## config.mk

```make
export PLATFORM = sky130hd
export DESIGN_NAME = counter_sequencer
export DESIGN_NICKNAME = d
export VERILOG_FILES = /design/src/rtl/counter_sequencer.sv
export SDC_FILE = /design/constraint.sdc
export NUM_CORES = 1
export LEC_CHECK = 0
export ABC_AREA = 1
export BUFFER_PORTS_ARGS = -buffer_cell sky130_fd_sc_hd__buf_2
export CAP_MARGIN = 30
export CORE_ASPECT_RATIO = 0.75
export CORE_MARGIN = 3
export CORE_UTILIZATION = 49
export CTS_CLUSTER_SIZE = 12
export DETAILED_ROUTE_END_ITERATION = 8
export GPL_TIMING_DRIVEN = 0
export HOLD_SLACK_MARGIN = 0.05
export PLACE_DENSITY = 0.71
export SYNTH_ARGS = -nofsm -noshare
export SYNTH_HDL_FRONTEND = slang
export SYNTH_SLANG_ARGS = --single-unit
```

## constraint.sdc

```tcl
create_clock -name clk -period 1.7 [get_ports clk]
set_input_delay 0.085 -clock clk [delete_from_list [all_inputs] [get_ports clk]]
set_output_delay 0.085 -clock clk [all_outputs]
set_load 0.01 [all_outputs]
```

## src/rtl/counter_sequencer.sv

```systemverilog
// Run controller for an external up-counter: arms it, paces increments through a
// prescaler, detects the programmed terminal count and handles pause/stop/auto-reload.
module counter_sequencer #(
    parameter int unsigned WIDTH      = 4,
    parameter int unsigned PRESCALE_W = 8
) (
    input  logic                  clk,
    input  logic                  rst,
    input  logic                  start_i,
    input  logic                  stop_i,
    input  logic                  pause_i,
    input  logic                  repeat_i,
    input  logic [WIDTH-1:0]      limit_i,
    input  logic [PRESCALE_W-1:0] div_i,
    input  logic [WIDTH-1:0]      cnt_val_i,
    output logic                  cnt_en_o,
    output logic                  cnt_clr_o,
    output logic                  busy_o,
    output logic                  paused_o,
    output logic                  done_o,
    output logic [7:0]            loops_o
);

    localparam logic [7:0] LOOPS_MAX = 8'hFF;

    typedef enum logic [2:0] {
        S_IDLE,
        S_ARM,
        S_RUN,
        S_PAUSE,
        S_DONE
    } state_e;

    state_e                state_q, state_d;
    logic [PRESCALE_W-1:0] presc_q, presc_d;
    logic [PRESCALE_W-1:0] div_q;
    logic [WIDTH-1:0]      limit_q;
    logic                  repeat_q;
    logic [7:0]            loops_q;
    logic                  done_q;
    logic                  busy_q;
    logic                  paused_q;

    logic tick;
    logic terminal;
    logic start_acc;
    logic term_evt;

    // A start arriving during the single ARM cycle is ignored; stop always wins.
    assign tick      = (state_q == S_RUN) && (presc_q == div_q);
    assign terminal  = tick && (cnt_val_i == limit_q);
    assign start_acc = start_i && !stop_i && (state_q != S_ARM);
    assign term_evt  = terminal && !stop_i && !start_acc;

    // Counter controls decode from current state, prescaler and counter value only.
    always_comb begin
        cnt_en_o  = tick && !terminal;
        cnt_clr_o = (state_q == S_ARM) || (terminal && repeat_q);
    end

    always_comb begin
        state_d = state_q;
        if (stop_i) begin
            state_d = S_IDLE;
        end else if (start_acc) begin
            state_d = S_ARM;
        end else begin
            case (state_q)
                S_ARM:   state_d = pause_i ? S_PAUSE : S_RUN;
                S_RUN: begin
                    if (terminal && !repeat_q) begin
                        state_d = S_DONE;
                    end else if (pause_i) begin
                        state_d = S_PAUSE;
                    end
                end
                S_PAUSE: begin
                    if (!pause_i) begin
                        state_d = S_RUN;
                    end
                end
                default: state_d = state_q;
            endcase
        end
    end

    // Prescaler restarts when arming, wraps on tick, and is frozen outside RUN.
    always_comb begin
        presc_d = presc_q;
        case (state_q)
            S_ARM:   presc_d = '0;
            S_RUN:   presc_d = tick ? '0 : presc_q + 1'b1;
            default: presc_d = presc_q;
        endcase
    end

    always_ff @(posedge clk or posedge rst) begin
        if (rst) begin
            state_q  <= S_IDLE;
            presc_q  <= '0;
            div_q    <= '0;
            limit_q  <= '0;
            repeat_q <= 1'b0;
            loops_q  <= '0;
            done_q   <= 1'b0;
            busy_q   <= 1'b0;
            paused_q <= 1'b0;
        end else begin
            state_q  <= state_d;
            presc_q  <= presc_d;
            busy_q   <= (state_d == S_ARM) || (state_d == S_RUN) || (state_d == S_PAUSE);
            paused_q <= (state_d == S_PAUSE);
            done_q   <= term_evt;
            if (start_acc) begin
                limit_q  <= limit_i;
                div_q    <= div_i;
                repeat_q <= repeat_i;
                loops_q  <= '0;
            end else if (term_evt && (loops_q != LOOPS_MAX)) begin
                loops_q <= loops_q + 1'b1;
            end
        end
    end

    assign busy_o   = busy_q;
    assign paused_o = paused_q;
    assign done_o   = done_q;
    assign loops_o  = loops_q;

endmodule

```

=== After elaboration in Yosys (flattened, before gate mapping) ===
Index checks and enable logic that the tools add are counted.

* Flip-flop bits (word level): 35
* Latch bits: 0
* Bits in writable memories: 0
* Memory bits (read-only): 0
* Bits of input ports: 22
* Output and inout port bits: 13
* Logic and storage cells: 51
* Memories kept: 0

* $add $sub $neg: 2
* Multiply operators: 0
* Div/mod/pow operators: 0
* Magnitude comparators: 0
* Equality and inequality tests: 10
* Shifts and indexed selects: 0
* Mux-type cells: 11
* Bitwise operators: 0
* Reduce and logical (&&, ||, !) cells: 19

{| class="wikitable"
|+ Operators by type and width
! cell !! number
|-
| two-way mux 8 bit || 3
|-
| adder 8 x 1 -> 8 bit (second input constant) || 2
|-
| one-hot mux 8 bit (2 select lines) || 1
|-
| two-way mux 3 bit || 5
|-
| == test 3 x 2 -> 1 bit (second input constant) || 4
|-
| logical AND 1 bit || 10
|-
| one-hot mux 3 bit (3 select lines) || 1
|-
| == test 8 bit || 1
|-
| != test 8 bit (second input constant) || 1
|-
| == test 3 x 1 -> 1 bit (second input constant) || 2
|-
| == test 4 bit || 1
|-
| logical NOT 1 bit || 4
|-
| nonzero test 2 bit || 2
|-
| logical OR 1 bit || 3
|-
| != test 3 x 1 -> 1 bit (second input constant) || 1
|-
| two-way mux 1 bit || 1
|}

=== Longest topological paths before layout ===
* Depth after elaboration: 11
* Depth in mapped cells: 13
* Mapped depth without buffers: 13

=== Least setup slack after synthesis ===
OpenSTA, ideal clock, no wires.

* Kind: reg-to-reg
* Start: register state_q[2]
* End: register loops_q[1] (netlist: loops_o[1])
* Library setup time: 0.083 ns
* Arrival time: 1.459 ns
* Data required time: 1.617 ns
* Slack: 0.159 ns
* Cell stages (with the launch flop): 13
* Path buffers: 1
* Period minus slack after synthesis: 1.541 ns
* Cells stage by stage: dfrtp_1 > inv_1 > nand3_1 > nor2_1 > nand2_1 > nor2_1 > nand2_1 > nor2_2 > nand3_2 > nand2_2 > buf_6 > nand3_1 > o21ai_0

* Longest elaborated chain between the ends: 7
* Elaborated cells between the ends (all ways): 11
* Those cells by class: eq/ne (2); mux (1); reduce/logical (8)

{| class="wikitable"
|+ RTL lines
! element !! RTL line !! source
|-
| start, declared || 34 || <nowiki>state_e state_q, state_d;</nowiki>
|-
| start signal, assigned || 109 || <nowiki>state_q <= state_d;</nowiki>
|-
| == test 3 x 2 -> 1 bit || 50 || <nowiki>assign tick = (state_q == S_RUN) && (presc_q == div_q);</nowiki>
|-
| logical AND 1 bit || 50 ||
|-
| logical AND 1 bit || 51 || <nowiki>assign terminal = tick && (cnt_val_i == limit_q);</nowiki>
|-
| logical AND 1 bit (2 in a row) || 53 || <nowiki>assign term_evt = terminal && !stop_i && !start_acc;</nowiki>
|-
| logical AND 1 bit || 119 || <nowiki>end else if (term_evt && (loops_q != LOOPS_MAX)) begin</nowiki>
|-
| nonzero test 2 bit (no source line) || n/a ||
|-
| end signal, assigned || 120 || <nowiki>loops_q <= loops_q + 1'b1;</nowiki>
|-
| end, declared || 39 || <nowiki>logic [7:0] loops_q;</nowiki>
|}

Several ways; a longest one is shown, not always the timed one.
A chain may end at the register's enable or synchronous reset.

=== Final worst setup path ===
* Start: register state_q[0]
* End: output cnt_clr_o

* Longest elaborated chain between the ends: 5
* Elaborated cells between the ends (all ways): 6
* Those cells by class: eq/ne (2); reduce/logical (4)

{| class="wikitable"
|+ RTL lines
! element !! RTL line !! source
|-
| == test 3 x 2 -> 1 bit || 50 ||
|-
| logical AND 1 bit || 50 ||
|-
| logical AND 1 bit || 51 ||
|-
| logical AND 1 bit || 58 || <nowiki>cnt_clr_o = (state_q == S_ARM) || (terminal && repeat_q);</nowiki>
|-
| logical OR 1 bit * || 58 ||
|-
| end, declared || 17 || <nowiki>output logic cnt_clr_o,</nowiki>
|}

Mark *: on every way between the ends. The rest lies on a longest branch, timed or not.

==> reports/metrics.csv <==
metric,value,unit
CP Launch Type,flip-flop,
number of port buffers,34,
"Max FO, Critical Path",3,
post-synthesis sequential area ratio,0.470,
Detailed Route WL,4.82,mm
post-synthesis cell type count,25,
fmax,0.576,GHz
WHS Path Cells,3,
antenna violations before repair,0,
Cell Pwr Density,911,nW/um^2
global-route wire length before repair,7.31,mm
Die H,59.4,um
Worst-path clk slew,0.07,ns
post-synthesis net count,260,
"IR drop worst, VDD",656,uV
Register-to-Register Path Depth,13,
nets,330,
DRT Pass-1 Iters,4,
RR Startpoint,state_q[0],
hold path start,div_i[0],
min-delay worst type,in -> reg,
Max Root-Sink Buffers,2,
"Slew Viols, Final",0,
largest net degree at the start of global routing,20,
CTS buffer count,5,
die width,77.2,um
number of max-cap violations,0,
residual DRC count,0,
ratio of cells with drive above 1 in the final layout,0.368,
reg-to-reg endpoint,busy_o,
routed vias,1791,
worst setup margin,-0.0374,ns
Worst Setup End Kind,output port,
clock latency on the worst-skew pair,0.29,ns
area delta synth->final,41.3,%
critical path class,reg -> out,
syn_area_per_cell,7.89,um^2
initial drt markers,107,
Max-Slew Margin vs Limit,0.453,
htree depth,2,
CTS tree,built,
violated checks,setup timing,
final setup fails,1,
status,"complete, but fails checks",
RSZ-0062 raised after global routing,yes,
"Power, Total",2390,uW
Syn. warnings,0,
number of global-route vias before repair,1628,
Root Driver,clkbuf_8,
post-route ant nets,0,
routability cong.,0.853,
Starting Density,0.537,
Hold Path End,div_q[0],
DR WL/cell,13.5,um
synthesized cell area,1860,um^2
synth top area cells,"dfrtp_1, nand2_1, inv_1",
largest area contributor in the netlist,dfrtp_1,
Via density,5.02,
post-DP HPWL,2.94,mm
Synth top area share,0.470,
Cells after Synth,236,
die area,4580,um^2
worst path arrival time,1.65,ns
clock sink count,35,
GRT Util Overall,0.206,
I/O Pins,35,
register bit total from synthesis,35,
num rows,18,
fin crit share,1.02,
skew final,0.0103,ns
Final Hold Viols,0,
grt ovf,0,
Leakage,0.00137,uW
number of antenna diodes,0,
R2R setup slack,0.02,ns
core footprint,3470,um^2
actual slew at the worst max-slew pin,0.820,ns
critical path required time,1.62,ns
"Core Util, Final",0.758,
minimum clock period,1.74,ns
area by class of cell:
cell class                 instances  area [um^2]
multi-input combinational        158          975
sequential                        35          876
inverter                          39          146
tap                               50         62.6
fill                             262          838
clock buffer                       7         96.3
buffer                             4         28.8
timing repair buffer              63          438
clock inverter                     1         7.51
cells in the mapped netlist:
cell type   n
nor2_2      2
o21ai_0     8
inv_2       1
inv_1      38
xnor2_1     5
nor2_1     30
xor2_1     10
nand3_2     1
dfrtp_1    35
ha_1        2
nor3_1      2
and2_1      1
buf_6       1
a21oi_1    14
nand3b_1    1
nand2_1    45
nor4_1      1
buf_2       2
nand4_1     4
clkbuf_1    1
mux2_2      3
o22ai_1     3
nand2_2     4
nand3_1    21
and3_1      1
metal layers:
metal,vias up,global-route usage,part of all wire
li1,880,-,-
met1,845,0.285,0.45
met2,62,0.315,0.46
met3,4,0.0684,0.075
met4,0,0.0558,0.0060
met5,-,0,0
per-stage QoR:
stage | setup slack [ns] | setup TNS [ns] | cell area (um^2) | hold WS, ns | instances
after global placement | -0.0908 | -0.652 | 2090 | 0.293 | 320
after detailed placement | -0.0852 | -0.588 | 2120 | 0.283 | 321
after CTS | -0.0209 | -0.0264 | 2410 | 0.0507 | 347
after global routing | -0.139 | -1.18 | 2630 | 0.0602 | 357
final | -0.0374 | -0.0374 | 2630 | 0.0478 | 357
after floorplan | 0.159 | 0 | 1860 | 0.151 | 236
worst max-delay path, stage by stage (launching register included):
cell,delay (ns)
dfrtp_1,0.40
inv_2,0.10
nand3_4,0.10
nor2_4,0.11
nand2_1,0.06
nor2_1,0.12
nand2_2,0.09
nor2_4,0.15
nand2_2,0.07
nand2_1,0.05
buf_2,0.13
cell families (layout without fill, tap and decap cells):
group	count (synthesis)	after routing	synth area share
AOI/OAI and AO/OA	25	25	0.0692
muxes	3	3	0.0181
xor gates and xnor gates	15	15	0.0706
buffers and inverters	43	114	0.0921
and+or+nand+nor	113	113	0.266
DFF	35	35	0.470
adders and majority gates	2	2	0.0134
where the power goes:
part	leakage (uW)	internal, uW	switching, uW	total (uW)
clock	0.0000505	369	313	682
combinational	0.000873	277	384	661
sequential	0.000441	953	99.2	1050
sequential cells by signal, summed over array words and instances, names as in the netlist:
signal / cells
loops_o: 8
state_q: 3
limit_q: 4
done_o: 1
repeat_q: 1
paused_o: 1
div_q: 8
presc_q: 8
busy_o: 1
what timing repair did:
item | 4_1_cts | 5_1_grt
gates cloned | 0 | 1
gates resized for setup | 10 | 46
buffers inserted | 9 | 9
endpoints found under the hold margin | 27 | 0
endpoints found under the setup margin | 9 | 25
pin swaps | 3 | 13
hold buffers | 9 | 0
worst max-delay path by stage:
stage | cells after the start | endpoint | start
after floorplan | 12 | loops_o[1] | state_q[2]
after global placement | 11 | loops_o[2] | state_q[2]
after detailed placement | 12 | loops_o[1] | state_q[2]
after CTS | 10 | cnt_clr_o | state_q[0]
after global routing | 8 | cnt_clr_o | limit_q[0]
final | 10 | cnt_clr_o | state_q[0]
placed cells by master, fill, tap and decap left out, drive strengths merged, types with 2 or more instances in the layout:
cell type | Yosys | routed
xor2 | 10 | 10
a21oi | 14 | 14
dlygate4sd3 | 0 | 9
nand4 | 4 | 4
nor3 | 2 | 2
nand2 | 49 | 49
inv | 39 | 39
mux2 | 3 | 3
ha | 2 | 2
nor2 | 32 | 32
o22ai | 3 | 3
buf | 3 | 56
clkbuf | 1 | 9
dfrtp | 35 | 35
nand3 | 22 | 22
xnor2 | 5 | 5
o21ai | 8 | 8
(Power assumes the default switching activity.)
